**config.mk**
```make
export PLATFORM = sky130hd
export DESIGN_NAME = tg_edge_delay_monitor
export DESIGN_NICKNAME = d
export VERILOG_FILES = /design/src/rtl/tg_edge_delay_monitor.sv
export SDC_FILE = /design/constraint.sdc
export NUM_CORES = 1
export LEC_CHECK = 0
export ABC_AREA = 1
export CAP_MARGIN = 5
export CORE_UTILIZATION = 25
export DETAILED_ROUTE_END_ITERATION = 10
export GPL_ROUTABILITY_DRIVEN = 0
export RECOVER_POWER = 100
export SKIP_LAST_GASP = 1
export SYNTH_ARGS = -nofsm -noshare
export SYNTH_HDL_FRONTEND = slang
export SYNTH_SLANG_ARGS = --single-unit
```
**constraint.sdc**
```tcl
create_clock -name clk -period 3.8 [get_ports clk]
set_input_delay 0.57 -clock clk [delete_from_list [all_inputs] [get_ports clk]]
set_output_delay 0.57 -clock clk [all_outputs]
set_load 0.01 [all_outputs]
```
**src/rtl/tg_edge_delay_monitor.sv**
```systemverilog
// tg_edge_delay_monitor
//   Multi-channel trigger-to-response delay checker. A rising trigger opens a
//   window of [dly_min, dly_max] cycles; the response must rise inside it.
//   Each channel keeps saturating pass/fail counters, sticky failure causes
//   and one-cycle result pulses.
//
// Ports
//   clk          clock, all logic on posedge
//   C_purstb     synchronous active-low reset
//   clr          synchronous clear of counters and sticky flags (FSMs untouched)
//   ch_en        per-channel enable
//   trig, resp   per-channel trigger / response
//   dly_min/max  per-channel window bounds, channel i at [i*DW +: DW]
//   busy         channel window open
//   pass_pulse   one-cycle pass pulse
//   fail_pulse   one-cycle fail pulse
//   pass_cnt     per-channel pass count, channel i at [i*CW +: CW]
//   fail_cnt     per-channel fail count, same packing
//   err_early    sticky: response rose before dly_min
//   err_timeout  sticky: no response by dly_max
//   err_retrig   sticky: trigger rose while the window was open
//   err_cfg      sticky: dly_min > dly_max at trigger
//
// Per-channel FSM
//   state   | meaning
//   --------+--------------------------------------------------------------
//   ST_IDLE | no window open, waiting for an enabled trigger rise
//   ST_WAIT | window open, elapsed_q holds the cycle index of the next edge

module tg_edge_delay_monitor #(
  parameter int NCH = 4,
  parameter int DW  = 4,
  parameter int CW  = 16
) (
  input  logic              clk,
  input  logic              C_purstb,
  input  logic              clr,
  input  logic [NCH-1:0]    ch_en,
  input  logic [NCH-1:0]    trig,
  input  logic [NCH-1:0]    resp,
  input  logic [NCH*DW-1:0] dly_min,
  input  logic [NCH*DW-1:0] dly_max,
  output logic [NCH-1:0]    busy,
  output logic [NCH-1:0]    pass_pulse,
  output logic [NCH-1:0]    fail_pulse,
  output logic [NCH*CW-1:0] pass_cnt,
  output logic [NCH*CW-1:0] fail_cnt,
  output logic [NCH-1:0]    err_early,
  output logic [NCH-1:0]    err_timeout,
  output logic [NCH-1:0]    err_retrig,
  output logic [NCH-1:0]    err_cfg
);

  typedef enum logic {
    ST_IDLE = 1'b0,
    ST_WAIT = 1'b1
  } state_t;

  state_t        state_q   [NCH];
  state_t        state_d   [NCH];
  logic [DW-1:0] elapsed_q [NCH];
  logic [DW-1:0] elapsed_d [NCH];
  logic [DW-1:0] dmin_q    [NCH];
  logic [DW-1:0] dmin_d    [NCH];
  logic [DW-1:0] dmax_q    [NCH];
  logic [DW-1:0] dmax_d    [NCH];
  logic [CW-1:0] pass_cnt_q[NCH];
  logic [CW-1:0] pass_cnt_d[NCH];
  logic [CW-1:0] fail_cnt_q[NCH];
  logic [CW-1:0] fail_cnt_d[NCH];

  logic [NCH-1:0] trig_q, trig_d;
  logic [NCH-1:0] resp_q, resp_d;
  logic [NCH-1:0] pass_pulse_q, pass_pulse_d;
  logic [NCH-1:0] fail_pulse_q, fail_pulse_d;
  logic [NCH-1:0] err_early_q, err_early_d;
  logic [NCH-1:0] err_timeout_q, err_timeout_d;
  logic [NCH-1:0] err_retrig_q, err_retrig_d;
  logic [NCH-1:0] err_cfg_q, err_cfg_d;

  // Up to three failures can land in one cycle (old-window result, retrigger,
  // and a bad or zero-length new window), hence the 2-bit increment.
  function automatic logic [CW-1:0] sat_add(input logic [CW-1:0] a, input logic [1:0] b);
    logic [CW:0] s;
    s = {1'b0, a} + {{(CW-1){1'b0}}, b};
    return s[CW] ? {CW{1'b1}} : s[CW-1:0];
  endfunction

  always_comb begin
    trig_d        = trig;
    resp_d        = resp;
    pass_pulse_d  = '0;
    fail_pulse_d  = '0;
    err_early_d   = '0;
    err_timeout_d = '0;
    err_retrig_d  = '0;
    err_cfg_d     = '0;
    for (int i = 0; i < NCH; i++) begin : g_ch
      logic          trig_rise, resp_rise, pass_ev;
      logic          set_early, set_timeout, set_retrig, set_cfg;
      logic [1:0]    fail_n;
      logic [DW-1:0] cmin, cmax;

      trig_rise   = trig[i] & ~trig_q[i];
      resp_rise   = resp[i] & ~resp_q[i];
      cmin        = dly_min[i*DW +: DW];
      cmax        = dly_max[i*DW +: DW];
      state_d[i]   = state_q[i];
      elapsed_d[i] = elapsed_q[i];
      dmin_d[i]    = dmin_q[i];
      dmax_d[i]    = dmax_q[i];
      pass_ev     = 1'b0;
      fail_n      = 2'd0;
      set_early   = 1'b0;
      set_timeout = 1'b0;
      set_retrig  = 1'b0;
      set_cfg     = 1'b0;

      if (!ch_en[i]) begin
        state_d[i] = ST_IDLE;
      end else begin
        // Resolve the open window first; a retrigger is handled afterwards.
        if (state_q[i] == ST_WAIT) begin
          if (resp_rise) begin
            state_d[i] = ST_IDLE;
            if (elapsed_q[i] < dmin_q[i]) begin
              set_early = 1'b1;
              fail_n    = fail_n + 2'd1;
            end else begin
              pass_ev = 1'b1;
            end
          end else if (elapsed_q[i] == dmax_q[i]) begin
            state_d[i]  = ST_IDLE;
            set_timeout = 1'b1;
            fail_n      = fail_n + 2'd1;
          end else begin
            elapsed_d[i] = elapsed_q[i] + DW'(1);
          end
          if (trig_rise) begin
            set_retrig = 1'b1;
            fail_n     = fail_n + 2'd1;
          end
        end

        // New window: this edge is elapsed 0. A response on a retrigger edge
        // already belongs to the old window and is not reused.
        if (trig_rise) begin
          if (cmin > cmax) begin
            state_d[i] = ST_IDLE;
            set_cfg    = 1'b1;
            fail_n     = fail_n + 2'd1;
          end else begin
            dmin_d[i] = cmin;
            dmax_d[i] = cmax;
            if (resp_rise && (state_q[i] == ST_IDLE)) begin
              state_d[i] = ST_IDLE;
              if (cmin != '0) begin
                set_early = 1'b1;
                fail_n    = fail_n + 2'd1;
              end else begin
                pass_ev = 1'b1;
              end
            end else if (cmax == '0) begin
              state_d[i]  = ST_IDLE;
              set_timeout = 1'b1;
              fail_n      = fail_n + 2'd1;
            end else begin
              state_d[i]   = ST_WAIT;
              elapsed_d[i] = DW'(1);
            end
          end
        end
      end

      pass_pulse_d[i]  = pass_ev;
      fail_pulse_d[i]  = (fail_n != 2'd0);
      pass_cnt_d[i]    = clr ? '0 : sat_add(pass_cnt_q[i], {1'b0, pass_ev});
      fail_cnt_d[i]    = clr ? '0 : sat_add(fail_cnt_q[i], fail_n);
      // A cause raised in the clearing cycle survives the clear.
      err_early_d[i]   = (err_early_q[i]   & ~clr) | set_early;
      err_timeout_d[i] = (err_timeout_q[i] & ~clr) | set_timeout;
      err_retrig_d[i]  = (err_retrig_q[i]  & ~clr) | set_retrig;
      err_cfg_d[i]     = (err_cfg_q[i]     & ~clr) | set_cfg;
    end
  end

  always_ff @(posedge clk) begin
    if (!C_purstb) begin
      trig_q        <= '0;
      resp_q        <= '0;
      pass_pulse_q  <= '0;
      fail_pulse_q  <= '0;
      err_early_q   <= '0;
      err_timeout_q <= '0;
      err_retrig_q  <= '0;
      err_cfg_q     <= '0;
      for (int i = 0; i < NCH; i++) begin
        state_q[i]    <= ST_IDLE;
        elapsed_q[i]  <= '0;
        dmin_q[i]     <= '0;
        dmax_q[i]     <= '0;
        pass_cnt_q[i] <= '0;
        fail_cnt_q[i] <= '0;
      end
    end else begin
      trig_q        <= trig_d;
      resp_q        <= resp_d;
      pass_pulse_q  <= pass_pulse_d;
      fail_pulse_q  <= fail_pulse_d;
      err_early_q   <= err_early_d;
      err_timeout_q <= err_timeout_d;
      err_retrig_q  <= err_retrig_d;
      err_cfg_q     <= err_cfg_d;
      for (int i = 0; i < NCH; i++) begin
        state_q[i]    <= state_d[i];
        elapsed_q[i]  <= elapsed_d[i];
        dmin_q[i]     <= dmin_d[i];
        dmax_q[i]     <= dmax_d[i];
        pass_cnt_q[i] <= pass_cnt_d[i];
        fail_cnt_q[i] <= fail_cnt_d[i];
      end
    end
  end

  always_comb begin
    for (int i = 0; i < NCH; i++) begin
      busy[i]               = (state_q[i] == ST_WAIT);
      pass_cnt[i*CW +: CW]  = pass_cnt_q[i];
      fail_cnt[i*CW +: CW]  = fail_cnt_q[i];
    end
  end

  assign pass_pulse  = pass_pulse_q;
  assign fail_pulse  = fail_pulse_q;
  assign err_early   = err_early_q;
  assign err_timeout = err_timeout_q;
  assign err_retrig  = err_retrig_q;
  assign err_cfg     = err_cfg_q;

endmodule

```
======== Yosys cells after proc, flatten, opt, wreduce, memory -nomap -nowiden ========
Memories as Yosys holds them, arrays and structs flattened.
Cells that the tools add are included.
storage, ports and cells
  flip-flop bits (word level) ............. 32
  output and inout bits ................... 156
  word-level logic and storage cells ...... 445
  memories ................................ 6
  memory bits (writable) .................. 180
memory list
  memory      words  bits a word  read ports  clocked after Yosys merged registers in  wr ports  RTL line  source
  fail_cnt_q  4      16           4           0                                        4         69        logic [CW-1:0] fail_cnt_q[NCH];
  pass_cnt_q  4      16           4           0                                        4         67        logic [CW-1:0] pass_cnt_q[NCH];
  dmax_q      4      4            4           0                                        4         65        logic [DW-1:0] dmax_q [NCH];
  dmin_q      4      4            4           0                                        4         63        logic [DW-1:0] dmin_q [NCH];
  elapsed_q   4      4            4           0                                        4         61        logic [DW-1:0] elapsed_q [NCH];
  state_q     4      1            4           0                                        4         59        state_t state_q [NCH];
operators by class
  bitwise logic cells ..................... 77
  reduce and logical (&&, ||, !) cells .... 16
  $lt $le $gt $ge ......................... 8
  muxes and demuxes ....................... 306
  equality and inequality tests ........... 4
  add/subtract/negate cells ............... 20
operators by type and width
  operator               count
  $mux W16               24
  $mux W4                68
  $mux W1                166
  $mux W2                48
  $add A16 B1 Y17        4
  $add A16 B2 Y17        4
  $or A1 B1 Y1           40
  $and A1 B1 Y1          24
  $add A2 B1 Y2 const B  8
  $add A4 B1 Y4 const B  4
  $eq A4 B4 Y1           4
  $gt A4 B4 Y1           4
  $logic_not A4 Y1       4
  $lt A4 B4 Y1           4
  $reduce_bool A4 Y1     4
  $not A1 Y1             13
  $reduce_bool A2 Y1     4
  $logic_and A1 B1 Y1    4

======== Logic depth before layout (Yosys ltp) ========
  depth after elaboration ................. 19
  depth in mapped cells ................... 30
  depth with buffers taken out ............ 30

======== Worst setup path after synthesis ========
No wires, ideal clock.
  path kind ............................... reg-to-reg
  from .................................... memory elapsed_q[2][1]
  to ...................................... memory fail_cnt_q[2][14]
  path buffers ............................ 0
  clock period less this slack ............ 3164 ps
  library setup time ...................... 117 ps
  slack ................................... 636 ps
  data required time ...................... 3683 ps
  arrival time ............................ 3048 ps
  stages on the path, launching flop included .. 25
  path through ............................ dfxtp_1 ha_1 o21ai_0 nand2_1 nand3_1 a21oi_1 a21oi_1 ha_1 nand2_1 nand2_1 nand2_1 nand2_1 nand2_1 nand2_1 nand2_1 nand2_1 nand3_1 fa_1 or2_4 nor2_8 nand3_4 nor2_2 nand2_1 nor3_1 nor2_1
RTL lines
  item             RTL line
  start, declared  61
  end, declared    69

==> results.cfg <==
[synth]
synth_enable_flop_cells = 0
ys.warnings.count = 0
ys_seq_area_share_pct = 36.5
netlist_instances = 1611
synth_fp_nets = 1714
yosys_register_bits = 212
ys_types = 52
avgSynthCellArea_um2 = 7.22
syn-cell-area_um2 = 11600
ys.flop_type = dfxtp_1
synthArstFlopShare_pct = 0

[worst_setup_path]
path_class = in2reg
startpoint = dly_max[15]
crit_required_ps = 4300
crit_fanout = 8
reg2reg_slack_ps = 320
worstSetupEndpointType = flip-flop
worstSetupEndpoint = pass_cnt_q[3][10]$_SDFF_PP0_
arrival_ps = 3990
r2r_end = fail_cnt_q[1][4]$_SDFF_PP0_
reg2regPathDepth = 26
r2r-start = elapsed_q[1][1]$_SDFFE_PN0P_
startpoint_type = primary input

[clock_network]
cts_hold_buf = 0
clock_sinks = 212
clk_pin_slew_worst_paths_ps = 60
cts_tree = built
worst_skew_pair.late_latency_ps = 550
cts_root_buf = clkbuf_16
cts_max_level = 1
cts_buffer_depth = 3
numCtsBuffers = 27

[status]
status = finished, violations left
violations = capacitance limit, slew limit

[floorplan]
rows = 78
initial_core_util_pct = 25.5
core_area_um2 = 45700
die_h_um = 218
dieArea_um2 = 47400
die_width_um = 218
io_pins = 203

[drt]
first_iter_violations = 594
via_per_inst = 4.41
wl_per_cell_um = 13.0
totalWireLength_mm = 32.5
num_vias = 11100
drtPass1Iterations = 7
drc = 0
drtAntennaViolNets = 0

[sta]
relSlewSlack_pct = -43.0
finClkSkew_ps = 10.6
min_period_over_period_pct = 91.9
holdWs_ps = 449
finalSetupViolations = 0
fin_crit_ps = 3490
tightest_slew_ps = 2150
max_freq_mhz = 286
hold_viol_final = 0
slew_viol_final = 50

[layout]
nets = 1992
antenna_cells = 0
fin_util_pct = 34.4
syn2layout_area_growth_pct = 35.2
layout_commonest_cell = nand2_1
final_cell_mix = nand2_1 (358), inv_1 (257), dfxtp_1 (211), dlygate4sd3_1 (159), a21oi_1 (124)
drive_gt1_share_pct = 11.3

[hold_path]
hold_path_class = reg2reg

[power_and_ir_drop]
peakVddDrop_v = 0.000281
power_leakage_nw = 7.51
power.density_nw_per_um2 = 347

[global_routing]
grt_max_degree = 64
grt_pass1_vias = 10400
antenna_found_initial = 0
gr-total-overflow = 0
grt_usage_pct = 13.5
grt_first_pass_wirelength_mm = 52.2

[place]
dp_hpwl_mm = 24.8
place.port_buffers = 202

[run]
max_cap_viol_count = 1
how the worst min path moves through the flow:
stage / slack (ps) / to / cells after the start / start
3_5_place_dp: 440 / err_early[2]$_SDFF_PN0_ / 2 / err_early[2]$_SDFF_PN0_
2_1_floorplan: 420 / dmin_q[3][0]$_SDFFE_PN0P_ / 2 / dmin_q[3][0]$_SDFFE_PN0P_
5_1_grt: 470 / err_timeout[0]$_SDFF_PN0_ / 2 / err_timeout[0]$_SDFF_PN0_
4_1_cts: 450 / dmin_q[0][0]$_SDFFE_PN0P_ / 2 / dmin_q[0][0]$_SDFFE_PN0P_
3_3_place_gp: 440 / dmin_q[3][0]$_SDFFE_PN0P_ / 2 / dmin_q[3][0]$_SDFFE_PN0P_
6_report: 450 / err_early[3]$_SDFF_PN0_ / 2 / err_early[3]$_SDFF_PN0_
power breakdown:
| part | total (W) | switching [W] | internal, W |
|---|---|---|---|
| sequential | 0.00229 | 0.0000257 | 0.00227 |
| clock | 0.00265 | 0.00104 | 0.00161 |
| combinational | 0.000509 | 0.000302 | 0.000207 |
metrics by stage:
stage	TNS [ps]	cell area (µm²)	std cells	power, W	worst slack, ps
global placement	-110	14800	2457	0.00285	-31.7
floorplan	0	11600	1611	0.00263	636
finish	0	15700	2510	0.00545	308
detailed placement	-1270	14800	2457	0.00286	-132
CTS	0	15800	2507	0.00557	154
global route	-54.1	15700	2510	0.00573	-18.8
critical path: stages:
cell and delay [ps]:
clkdlybuf4s50_1 480, inv_1 70, ha_1 290, nand2_1 60
inv_1 60, nand3_1 150, nand2_1 230, nand3_1 130
or2_1 250, nand2_1 60, inv_1 50, nor2_1 110
buf_4 140, ha_1 160, ha_1 180, nand3_2 90
nor2_2 130, nand4_2 120, nor2_2 140, nand2_1 220
nand3_1 160, nand2_1 50, inv_1 70
area by class of cell:
| class | count | area, µm² |
|---|---|---|
| clock buffers | 37 | 763 |
| clock inverters | 13 | 158 |
| fillers | 4834 | 29900 |
| inverters | 267 | 1000 |
| multi-input cells | 1098 | 6180 |
| flip-flops and latches | 212 | 4250 |
| well taps | 600 | 751 |
| repair buffers | 283 | 2620 |
flip-flops by register name, indices dropped and copies added, names as in the netlist:
| name | cells |
|---|---|
| fail_cnt_q | 64 |
| err_timeout | 4 |
| err_retrig | 4 |
| dmin_q | 16 |
| pass_cnt_q | 64 |
| dmax_q | 16 |
| err_early | 4 |
| pass_pulse | 4 |
| fail_pulse | 4 |
| trig_q | 4 |
| elapsed_q | 16 |
| resp_q | 4 |
| state_q | 4 |
| err_cfg | 4 |
layer usage:
metal	wire length [µm]	vias up	GRT usage, %
li1	-	5694	-
met3	1870	45	2.59
met2	15000	231	22.7
met1	14900	5107	17.4
met5	0	-	0
met4	742	0	3.90
cells by family (layout without fill, tap and decap cells):
logic type               count (synthesis)  in the layout  synth area share (%)
AND/OR/NAND/NOR                        711            711                  29.1
flip-flops                             212            212                  36.5
XOR/XNOR                                85             85                  6.40
buffers and inverters                  301            600                  10.2
adder cells (fa/ha/maj)                 56             56                  6.28
AO/OA/AOI/OAI                          246            246                  11.5
synthesized netlist by cell type (14+ instances only):
master / count / area share (%)
xnor2_1: 24 / 1.8
inv_1: 255 / 8.2
dfxtp_1: 212 / 36
nand3_2: 15 / 1.3
nor2_1: 119 / 3.8
nand2_2: 19 / 1.0
a21oi_1: 124 / 5.3
nor3_1: 21 / 0.90
ha_1: 52 / 5.6
nor2_2: 17 / 0.91
nand3_1: 97 / 4.2
nand2_1: 351 / 11
o21ai_0: 75 / 3.2
o21ai_1: 14 / 0.60
xor2_1: 61 / 4.6
nand4_1: 22 / 1.2
repair_timing:
item                                    4_1_cts  5_1_grt
resized for setup                             0       13
endpoints found under the hold margin         0        0
endpoints found under the setup margin        0       58
buffers inserted                              0        3
Note: power is estimated with default switching activity, not from simulation.
==> edit (config.mk and constraints unchanged) <==
The parameter `CW` goes from 16 to 15.
--- a/src/rtl/tg_edge_delay_monitor.sv
+++ b/src/rtl/tg_edge_delay_monitor.sv
@@ -30,7 +30,7 @@
 module tg_edge_delay_monitor #(
   parameter int NCH = 4,
   parameter int DW  = 4,
-  parameter int CW  = 16
+  parameter int CW  = 15
 ) (
   input  logic              clk,
   input  logic              C_purstb,
Interface: changed (resized fail_cnt and pass_cnt); port bits go from 203 to 195. No check against the original RTL was run, so the function may have changed too.
==> edit against the unedited design <==
The run still ends with capacitance limit, slew limit left. Hold slack improved by 0.0031 ns. Worst setup slack improved by 0.0089 ns. Cell count is 4.7% lower. First-iteration DRC count rose by 6.1%. Via count down 6.1%. Synthesized area shrank 6.7%. Sequential cell count down 8. Global-route usage about the same. Wire length decreased by 7.4%. Final area decreased by 4.5%. Total power fell by 2.2%. Sequential power decreased by 3%.
==> edit: results (changes against the unedited design) <==
| Metric | Value |
|---|---|
| Net Count, Synth | `1621 (-5.4%)` |
| Global-route wire length before repair | `48940 um (-6.2%)` |
| End of the worst register-to-register path | `fail_cnt_q[3][10]$_SDFF_PP0_` |
| Syn Area/Cell | `7.149 um^2 (-0.98%)` |
| Static leakage | `7.161 nW (-4.7%)` |
| Nets | `1903 (-4.5%)` |
| Reg2reg start | `dmin_q[3][1]$_SDFFE_PN0P_` |
| Slowest CP cell | `fa_2` |
| Synth top area cells | `dfxtp_1, nand2_1, inv_1, a21oi_1, ha_1` |
| Max-cap check violation count | `1 (unchanged)` |
| Critical Path Max Stage Delay | `0.42 ns (-0.06 ns)` |
| Worst skew pair latency | `0.54 ns` |
| Top post-synthesis cells by count | `nand2_1, inv_1, dfxtp_1` |
| Setup crit end | `fail_cnt_q[3][10]$_SDFF_PP0_` |
| Multi-input combinational cell area | `0.005732 mm^2 (-7.3%)` |
| Sw frac | `24.23% (-0.89 points)` |
| Failing checks | `capacitance limit, slew limit` |
| Fin. max-slew vios | `50 (unchanged)` |
| CP max FO | `3 (-5)` |
| Layout cells sized above 1 | `10.46% (-0.79 points)` |
| Status | `finished with violations` |
| Number of vias per cell | `4.349 (-1.5%)` |
| All-layer global routing usage | `13.47% (-0.037 points)` |
| Peak supply drop | `270.6 uV (-3.7%)` |
| Clk root buf | `clkbuf_16` |
| Mean routed wirelength per cell | `12.59 um (-2.9%)` |
| Synth unique cells | `43 (-17%)` |
| Clock skew | `0.008159 ns (-0.002405 ns)` |
| Filler cell count | `4454 (-7.9%)` |
| Largest net degree at the start of global routing | `63 (-1.6%)` |
| Worst Setup Path Type | `flop to flop` |
| DR iter-0 viols | `630 (+6.1%)` |
-- edit: cell types whose count changed after synthesis, moves of 10 or more --
| cell | unedited run | this run |
|---|---|---|
| a21oi_1 | 124 | 134 |
| inv_1 | 255 | 238 |
| nand2_1 | 351 | 338 |
| nand2_2 | 19 | 1 |
| nor2_1 | 119 | 134 |
| o21ai_1 | 14 | 1 |
-- edit: layout make-up --
class / count / area share, %
clock inverters: 8 / 0.9578
clock buffers: 37 / 5.080
well taps: 577 / 4.806
inverters: 243 / 6.088
multi-input cells: 1033 / 38.15
repair buffers: 291 / 17.71
flip-flops and latches: 204 / 27.20
-- edit: through the flow --
stage	power (mW)	utilization, %	setup TNS (ns)	setup slack, ns	instance area [um^2]
final	5.334	35.42	0	0.3167	15020
after global placement	2.739	33.07	-0.02767	-0.02767	14030
after detailed placement	2.754	33.07	-0.6858	-0.08572	14030
after floorplan	2.535	-	0	0.5848	10850
after CTS	5.438	35.21	0	0.1715	14940
after global routing	5.587	35.42	-0.04974	-0.01942	15020
-- edit: metal layers --
layer / GRT usage, % / routed length, um
met2: 22.80 / 14150
met3: 2.726 / 1428
met1: 17.12 / 13730
met4: 4.103 / 811
met5: 0 / 0
-- edit: kinds of logic after synthesis --
group                      after synthesis  synth area share, %
AOI/OAI and AO/OA                      226                11.03
xor gates and xnor gates                92                7.425
adders and majority gates               56                6.734
buffers and inverters                  281                10.25
DFF                                    204                37.63
and+or+nand+nor                        659                26.92
-- edit: worst min path at each step --
stage | cells past startpoint | to | from | slack (ns)
after global placement | 2 | dmin_q[3][0]$_SDFFE_PN0P_ | dmin_q[3][0]$_SDFFE_PN0P_ | 0.44
after CTS | 2 | dmin_q[3][0]$_SDFFE_PN0P_ | dmin_q[3][0]$_SDFFE_PN0P_ | 0.45
after global routing | 2 | err_early[3]$_SDFF_PN0_ | err_early[3]$_SDFF_PN0_ | 0.47
final | 2 | dmin_q[3][0]$_SDFFE_PN0P_ | dmin_q[3][0]$_SDFFE_PN0P_ | 0.45
after detailed placement | 2 | dmin_q[3][0]$_SDFFE_PN0P_ | dmin_q[3][0]$_SDFFE_PN0P_ | 0.45
after floorplan | 2 | dmin_q[3][0]$_SDFFE_PN0P_ | dmin_q[3][0]$_SDFFE_PN0P_ | 0.42
-- edit: power groups by stage --
stage | clock network (mW) | registers (mW) | logic, mW
after floorplan | 0 | 2.25 | 0.284
after global placement | 0 | 2.25 | 0.485
after detailed placement | 0 | 2.25 | 0.499
after CTS | 2.73 | 2.21 | 0.502
after global routing | 2.81 | 2.21 | 0.562
final | 2.63 | 2.21 | 0.497
-- edit: tightest hold or removal path, delay by kind of cell (launching register included) --
family	cells	cell delay [ns]
flops	1	0.30
buf+inv	1	0.05
compound gates	1	0.05
